`src/rtl/sliced_logic_unit_pkg.sv`:
```
// Shared constants for the sliced logic unit: op encoding, FSM state encoding
// and field widths. Imported by the top module and the slice datapath.
package sliced_logic_unit_pkg;

    // Width of the function-select field
    localparam int OP_W = 3;

    // Bitwise function encodings
    localparam logic [OP_W-1:0] OP_AND   = 3'b000;
    localparam logic [OP_W-1:0] OP_OR    = 3'b001;
    localparam logic [OP_W-1:0] OP_XOR   = 3'b010;
    localparam logic [OP_W-1:0] OP_NAND  = 3'b011;
    localparam logic [OP_W-1:0] OP_NOR   = 3'b100;
    localparam logic [OP_W-1:0] OP_XNOR  = 3'b101;
    localparam logic [OP_W-1:0] OP_ANDN  = 3'b110;
    localparam logic [OP_W-1:0] OP_PASSA = 3'b111;

    // Control FSM state encoding
    localparam int ST_W = 2;
    localparam logic [ST_W-1:0] ST_IDLE = 2'b00;
    localparam logic [ST_W-1:0] ST_BUSY = 2'b01;
    localparam logic [ST_W-1:0] ST_DONE = 2'b10;

endpackage

```
`src/rtl/sliced_logic_unit_logic_slice.sv`:
```
// One SLICE-bit wide gate slice implementing all eight bitwise functions.
// Purely combinational; the top module time-multiplexes it over the operand.
module logic_slice
    import sliced_logic_unit_pkg::*;
#(
    parameter int SLICE = 4
) (
    input  logic [OP_W-1:0]  op,
    input  logic [SLICE-1:0] a_s,
    input  logic [SLICE-1:0] b_s,
    output logic [SLICE-1:0] y_s
);

    // Select the requested bitwise function for this slice
    always_comb begin
        y_s = '0;
        case (op)
            OP_AND:   y_s = a_s & b_s;
            OP_OR:    y_s = a_s | b_s;
            OP_XOR:   y_s = a_s ^ b_s;
            OP_NAND:  y_s = ~(a_s & b_s);
            OP_NOR:   y_s = ~(a_s | b_s);
            OP_XNOR:  y_s = ~(a_s ^ b_s);
            OP_ANDN:  y_s = a_s & ~b_s;
            OP_PASSA: y_s = a_s;
            default:  y_s = '0;
        endcase
    end

endmodule

```
`src/rtl/sliced_logic_unit.sv`:
```
// Multi-operation bitwise logic unit. Operands are captured on acceptance and
// processed SLICE bits per cycle through a single gate slice; the assembled
// result and its zero flag are held until the consumer takes them.
module sliced_logic_unit
    import sliced_logic_unit_pkg::*;
#(
    parameter int WIDTH = 16,
    parameter int SLICE = 4
) (
    input  logic             clk,
    input  logic             reset,
    input  logic             in_valid,
    output logic             in_ready,
    input  logic [OP_W-1:0]  op,
    input  logic [WIDTH-1:0] a,
    input  logic [WIDTH-1:0] b,
    output logic             out_valid,
    input  logic             out_ready,
    output logic [WIDTH-1:0] res,
    output logic             zero
);

    localparam int NSLICE = WIDTH / SLICE;
    // A single-slice configuration still gets a 1-bit index that never moves
    localparam int IDX_W  = (NSLICE > 1) ? $clog2(NSLICE) : 1;
    localparam logic [IDX_W-1:0] IDX_LAST = IDX_W'(NSLICE - 1);

    logic [ST_W-1:0]  state_q, state_d;
    logic [IDX_W-1:0] idx_q, idx_d;
    logic [OP_W-1:0]  op_q, op_d;
    logic [WIDTH-1:0] a_q, a_d;
    logic [WIDTH-1:0] b_q, b_d;
    logic [WIDTH-1:0] res_q, res_d;
    logic             zero_q, zero_d;

    logic [SLICE-1:0] a_s, b_s, y_s;
    logic [WIDTH-1:0] res_written;

    // Route the captured operand slice addressed by the index to the gate slice
    always_comb begin
        a_s = '0;
        b_s = '0;
        for (int i = 0; i < NSLICE; i++) begin
            if (idx_q == IDX_W'(i)) begin
                a_s = a_q[i*SLICE +: SLICE];
                b_s = b_q[i*SLICE +: SLICE];
            end
        end
    end

    logic_slice #(
        .SLICE (SLICE)
    ) u_slice (
        .op  (op_q),
        .a_s (a_s),
        .b_s (b_s),
        .y_s (y_s)
    );

    // Merge the fresh slice result into the partial result at the current index
    always_comb begin
        res_written = res_q;
        for (int i = 0; i < NSLICE; i++) begin
            if (idx_q == IDX_W'(i)) begin
                res_written[i*SLICE +: SLICE] = y_s;
            end
        end
    end

    // Control FSM: capture in IDLE, one slice per cycle in BUSY, hold in DONE
    always_comb begin
        state_d = state_q;
        idx_d   = idx_q;
        op_d    = op_q;
        a_d     = a_q;
        b_d     = b_q;
        res_d   = res_q;
        zero_d  = zero_q;
        case (state_q)
            ST_IDLE: begin
                if (in_valid) begin
                    a_d     = a;
                    b_d     = b;
                    op_d    = op;
                    res_d   = '0;
                    zero_d  = 1'b0;
                    idx_d   = '0;
                    state_d = ST_BUSY;
                end
            end
            ST_BUSY: begin
                res_d = res_written;
                if (idx_q == IDX_LAST) begin
                    // Zero flag comes from the complete result, including this slice
                    zero_d  = (res_written == '0);
                    idx_d   = '0;
                    state_d = ST_DONE;
                end else begin
                    idx_d = idx_q + IDX_W'(1);
                end
            end
            ST_DONE: begin
                // No re-accept on the consume edge; IDLE gets its own cycle
                if (out_ready) begin
                    state_d = ST_IDLE;
                end
            end
            default: begin
                state_d = ST_IDLE;
            end
        endcase
    end

    // State and datapath registers with asynchronous abort on reset
    always_ff @(posedge clk or posedge reset) begin
        if (reset) begin
            state_q <= ST_IDLE;
            idx_q   <= '0;
            op_q    <= '0;
            a_q     <= '0;
            b_q     <= '0;
            res_q   <= '0;
            zero_q  <= 1'b0;
        end else begin
            state_q <= state_d;
            idx_q   <= idx_d;
            op_q    <= op_d;
            a_q     <= a_d;
            b_q     <= b_d;
            res_q   <= res_d;
            zero_q  <= zero_d;
        end
    end

    assign in_ready  = (state_q == ST_IDLE);
    assign out_valid = (state_q == ST_DONE);
    assign res       = res_q;
    assign zero      = zero_q;

endmodule
```
`config.mk`:
```
export PLATFORM = sky130hd
export DESIGN_NAME = sliced_logic_unit
export DESIGN_NICKNAME = d
export VERILOG_FILES = /design/src/rtl/sliced_logic_unit_pkg.sv /design/src/rtl/sliced_logic_unit_logic_slice.sv /design/src/rtl/sliced_logic_unit.sv
export SDC_FILE = /design/constraint.sdc
export NUM_CORES = 1
export LEC_CHECK = 0
export ABC_AREA = 0
export CORE_MARGIN = 2
export CORE_UTILIZATION = 53
export CTS_CLUSTER_SIZE = 8
export DETAILED_ROUTE_END_ITERATION = 16
export GPL_ROUTABILITY_DRIVEN = 0
export PLACE_DENSITY = 0.79
export SYNTH_ARGS = -nofsm -noshare
export SYNTH_HDL_FRONTEND = slang
export SYNTH_SLANG_ARGS = --single-unit
```
`constraint.sdc`:
```
create_clock -name clk -period 4.2 [get_ports clk]
set_input_delay 0.42 -clock clk [delete_from_list [all_inputs] [get_ports clk]]
set_output_delay 0.42 -clock clk [all_outputs]
set_load 0.005 [all_outputs]
```
Yosys cells after proc, flatten, opt, wreduce, memory -nomap -nowiden:

Index checks and enable logic that the tools add are counted.

* output and inout bits: 19
* input bits: 39
* flip-flop bits (word level): 56
* word-level logic and storage cells: 65

* bitwise gates (word level): 8
* equal/unequal tests: 15
* muxes and demuxes: 25
* reduce and logical (&&, ||, !) cells: 9
* add/sub/neg operators: 1

Operators with widths (count)
* $mux 4: 12
* $pmux 16 s2: 1
* $pmux 4 s8: 1
* $logic_not 16->1: 1
* $mux 16: 1
* $not 4->4: 4
* $eq 3x3->1 const B: 4
* $mux 2: 5
* $and 4x4->4: 2
* $eq 2x2->1 const B: 3
* $eq 3x2->1 const B: 2
* $pmux 2 s3: 1
* $reduce_and 3->1: 2
* $eq 2x1->1 const B: 2
* $logic_not 2->1: 2
* $ne 2x2->1 const B: 2
* $or 4x4->4: 1
* $pmux 2 s2: 1
* $reduce_and 2->1: 2
* $xor 4x4->4: 1
* $eq 3x1->1 const B: 1
* $logic_not 3->1: 1
* $add 2x1->2 const B: 1
* $mux 1: 2
* 3 further kinds: 3

Depth between registers and ports, before layout:

* depth after elaboration: 12
* gate-level depth with buffers: 17
* mapped depth without buffers: 15

By module:

Synthesis repeated with hierarchy kept, for this count alone.

* cell total of the unflattened synthesis: 348
* area, all modules: 3067.9 µm²

By module, submodules not included
* sliced_logic_unit: cells each 277, area each 2557.5 µm², times used 1, sequential area each 1401.3 µm²
* logic_slice: cells each 71, area each 510.5 µm², times used 1, sequential area each 0.0 µm²

Least setup slack after synthesis:

OpenSTA, ideal clock, no wires.

* kind: flip-flop to flip-flop
* from: register idx_q[1]
* to: register res_q[11] (netlist: res[11])
* library setup time: 121 ps
* data required time: 4079 ps
* arrival: 2815 ps
* setup slack: 1265 ps
* period minus slack after synthesis: 2935 ps
* path buffers: 2
* cell stages (with the launch flop): 17
* cell sequence: dfrtp_1 inv_1 ha_1 buf_6 clkbuf_8 nand2_1 a21oi_1 a21oi_1 nor2_1 a21o_1 ha_1 mux2i_1 nor2_1 a211o_2 a222oi_1 nor2_1 a22o_1

* cells in the longest elaborated chain, start to end: 10
* elaborated cells between the ends (all ways): 23
* those cells by class: 3 x eq/ne; 11 x mux; 8 x bitwise; 1 x reduce/logical

RTL lines
* start, declared: RTL line sliced_logic_unit.sv:29 `logic [IDX_W-1:0] idx_q, idx_d;`
* start signal, assigned: RTL line sliced_logic_unit.sv:126 `idx_q <= idx_d;`
* $logic_not 2->1: RTL line sliced_logic_unit.sv:44 `if (idx_q == IDX_W'(i)) begin`
* $mux 4 (4 in series): RTL line sliced_logic_unit.sv:44
* $not 4->4 (tied with other cells): RTL line sliced_logic_unit_logic_slice.sv:24 `OP_ANDN: y_s = a_s & ~b_s;`
* $and 4x4->4 (tied with other cells): RTL line sliced_logic_unit_logic_slice.sv:24
* $pmux 4 s8: RTL line sliced_logic_unit_logic_slice.sv:17 `case (op)`
* $mux 4 (*): RTL line sliced_logic_unit.sv:64 `if (idx_q == IDX_W'(i)) begin`
* $pmux 16 s2 (*): RTL line sliced_logic_unit.sv:79 `case (state_q)`
* end signal, assigned: RTL line sliced_logic_unit.sv:130 `res_q <= res_d;`
* end, declared: RTL line sliced_logic_unit.sv:33 `logic [WIDTH-1:0] res_q, res_d;`

Every way passes the cells marked *; elsewhere a longest branch is shown, timed or not.
A chain may end at the register's enable or synchronous reset.

Final worst setup path:

Ends and elaborated chain as after synthesis.

==> impl_metrics.tcl <==
set metrics [dict create \
    postCtsSetupBuffers 0 \
    synthesis.nets 406 \
    hold_viol 0 \
    die_area_um2 6560 \
    nets 449 \
    end_kind "flip-flop" \
    place_area_um2 3640 \
    ant_nets 0 \
    setup_viol 0 \
    layoutNonFillerInstCount 471 \
    grt_max_degree 57 \
    syn-instance-count 352 \
    power_density_nw_per_um2 839 \
    cts_sinks 56 \
    postLayoutCoreUtil 0.648 \
    async_flop_share 1.00 \
    dpl_worst_slack_ns 0.749 \
    path_clk_slew_ns 0.11 \
    core_um2 5820 \
    wire_per_inst_um 14.6 \
    overflow 0 \
    crit_path_start_kind "flip-flop" \
    dp_cells 463 \
    antenna_cells 0 \
    antenna_found_initial 0 \
    firstDrtPassIters 4 \
    yosys_register_bits 56 \
    drt_wl_total_um 6880 \
    routed-via-count 2610 \
    fin_tns_setup_ns 0 \
    fin_crit_ns 3.54 \
    die_w_um 81.0 \
    fin_skew_ns 0.0118 \
    slew_headroom 0.243 \
    status "finished clean" \
    leakagePower_nw 1.76 \
    tightestPinTransition_ns 1.13 \
    hold_slack_ns 0.488 \
    rsz0062_at_grt "no" \
    grt_pass1_vias 2433 \
    setup_ws_ns 0.657 \
    cts-root-buf "clkbuf_8" \
    clkLatencyLatePin_ns 0.31 \
    max_cap_violations 0 \
    hold_class "reg -> reg" \
    layout_commonest_cell "nand2_1" \
    avgSynthCellArea_um2 8.93 \
    drtIter0Drc 288 \
    slew_violations 0 \
    dp_hpwl_um 4960 \
    fin_crit_sh 0.844 \
    syn2layout_area_growth_pct 19.8 \
    synth_adder_area_share 0.0597 \
    cp.required_ns 4.41 \
    syn_area_um2 3140 \
    layout_common_cells "nand2_1, clkdlybuf4s50_1, dfrtp_1, o21ai_0" \
    yosysSeqAreaShare 0.446 \
    post_cts_resized 0 \
    synth_cell_types 52 \
    die_h_um 81.0 \
    numCtsBuffers 5 \
    grt_first_pass_wirelength_um 11300 \
    arrival_ns 3.76 \
    htreeDepth 2 \
    ys.flop_type "dfrtp_1" \
    cts_tree "built" \
    drive_gt1_frac 0.0657 \
    synth_compound_area_frac 0.198 \
    muxShareOfSynthArea 0.00677 \
    synth_edf_count 0 \
    crit_fanout 22 \
    synth_top_family_by_area "simple AND/OR/NAND/NOR gates" \
    cts_buffer_depth 2 \
    fillers 533 \
    synth_simple_gate_area_frac 0.211 \
    worst_ir_drop_vdd_mv 0.425 \
    fmax_mhz 282 \
    start_util 0.540 \
    finalPower_mw 3.16 \
    row_count 28 \
    stdcell_area_um2 3770 \
    drcViolationCount 0 \
    synthXorXnorAreaFrac 0 \
    cts_hold_buf 0 \
    path_class "reg -> reg" \
    grt_usage 0.222 \
    ys_warn_count 0 \
    port_buffers 57 \
    ios 58 \
    vias_per_cell 5.54 \
]
logic make-up after synthesis:
logic type | Yosys count
AND/OR/NAND/NOR | 153
AO/OA/AOI/OAI | 85
flip-flops | 56
buffers and inverters | 41
adder cells (fa/ha/maj) | 15
multiplexers | 2
cell type report:
cell class                 count  area (um2)  share of cell area
clock buffer                   6        82.6              0.0219
clock inverter                 2        38.8              0.0103
inverter                      18        67.6              0.0179
multi-input combinational    255        1500               0.397
sequential                    56        1400               0.372
tap                           75        93.8              0.0249
timing repair buffer          59         586               0.155
layer usage:
metal | GRT usage | wire, um
met1 | 0.303 | 3180
met2 | 0.361 | 3260
met3 | 0.0433 | 341
met4 | 0.0610 | 99
met5 | 0 | 0
cells in the mapped netlist, types with 3 or more instances:
library cell    n  area (um2)
nand2_1       110         413
dfrtp_1        56        1400
o21ai_0        21         105
inv_1          16        60.1
ha_1           15         188
a21oi_1        14        70.1
nor2_1         14        52.6
clkbuf_1       10        37.5
a22o_1          8        70.1
nand3b_1        8        60.1
clkbuf_8        5        68.8
a211oi_1        4        30.0
a32o_1          4        40.0
buf_6           4        45.0
nor2b_1         4        25.0
o22ai_1         4        25.0
a21o_1          3        22.5
buf_2           3        15.0
nor3_1          3        15.0
nor3b_1         3        22.5
nor4_1          3        18.8
o31ai_1         3        22.5
path summary, 6_finish.rpt:
check / from / endpoint / slack [ns] / cells after the start
max: idx_q[1] / res[11] / 0.66 / 14
min: b_q[0] / b_q[0] / 0.49 / 2
max reg2reg: idx_q[1] / res[11] / 0.66 / 14
min reg2reg: b_q[0] / b_q[0] / 0.49 / 2
max in group asynchronous: reset / a_q[11] / 2.79 / 2
min in group asynchronous: reset / state_q[1] / 0.71 / 2
flip-flops by register name (all words and copies together), names as in the netlist:
name / cells
b_q: 16
zero: 1
op_q: 3
state_q: 2
idx_q: 2
a_q: 16
res: 16
critical path, cell delays in order, from the launching register on:
cell and delay [ns]:
dfrtp_1 0.41, inv_1 0.11, ha_1 0.62, nand3b_1 0.19
a21oi_1 0.07, a21oi_1 0.15, nor2_1 0.06, a21o_1 0.20
ha_1 0.32, mux2i_1 0.14, nor2_1 0.06, a211o_2 0.30
a222oi_1 0.43, nor2_1 0.13, a22o_1 0.25
report_power, final:
| part | switching, mW | total [mW] | leakage [nW] | internal (mW) |
|---|---|---|---|---|
| Clock | 0.179 | 0.374 | 0.0614 | 0.195 |
| Combinational | 1.01 | 1.80 | 0.986 | 0.792 |
| Sequential | 0.212 | 0.982 | 0.712 | 0.770 |
(Power assumes the default switching activity.)
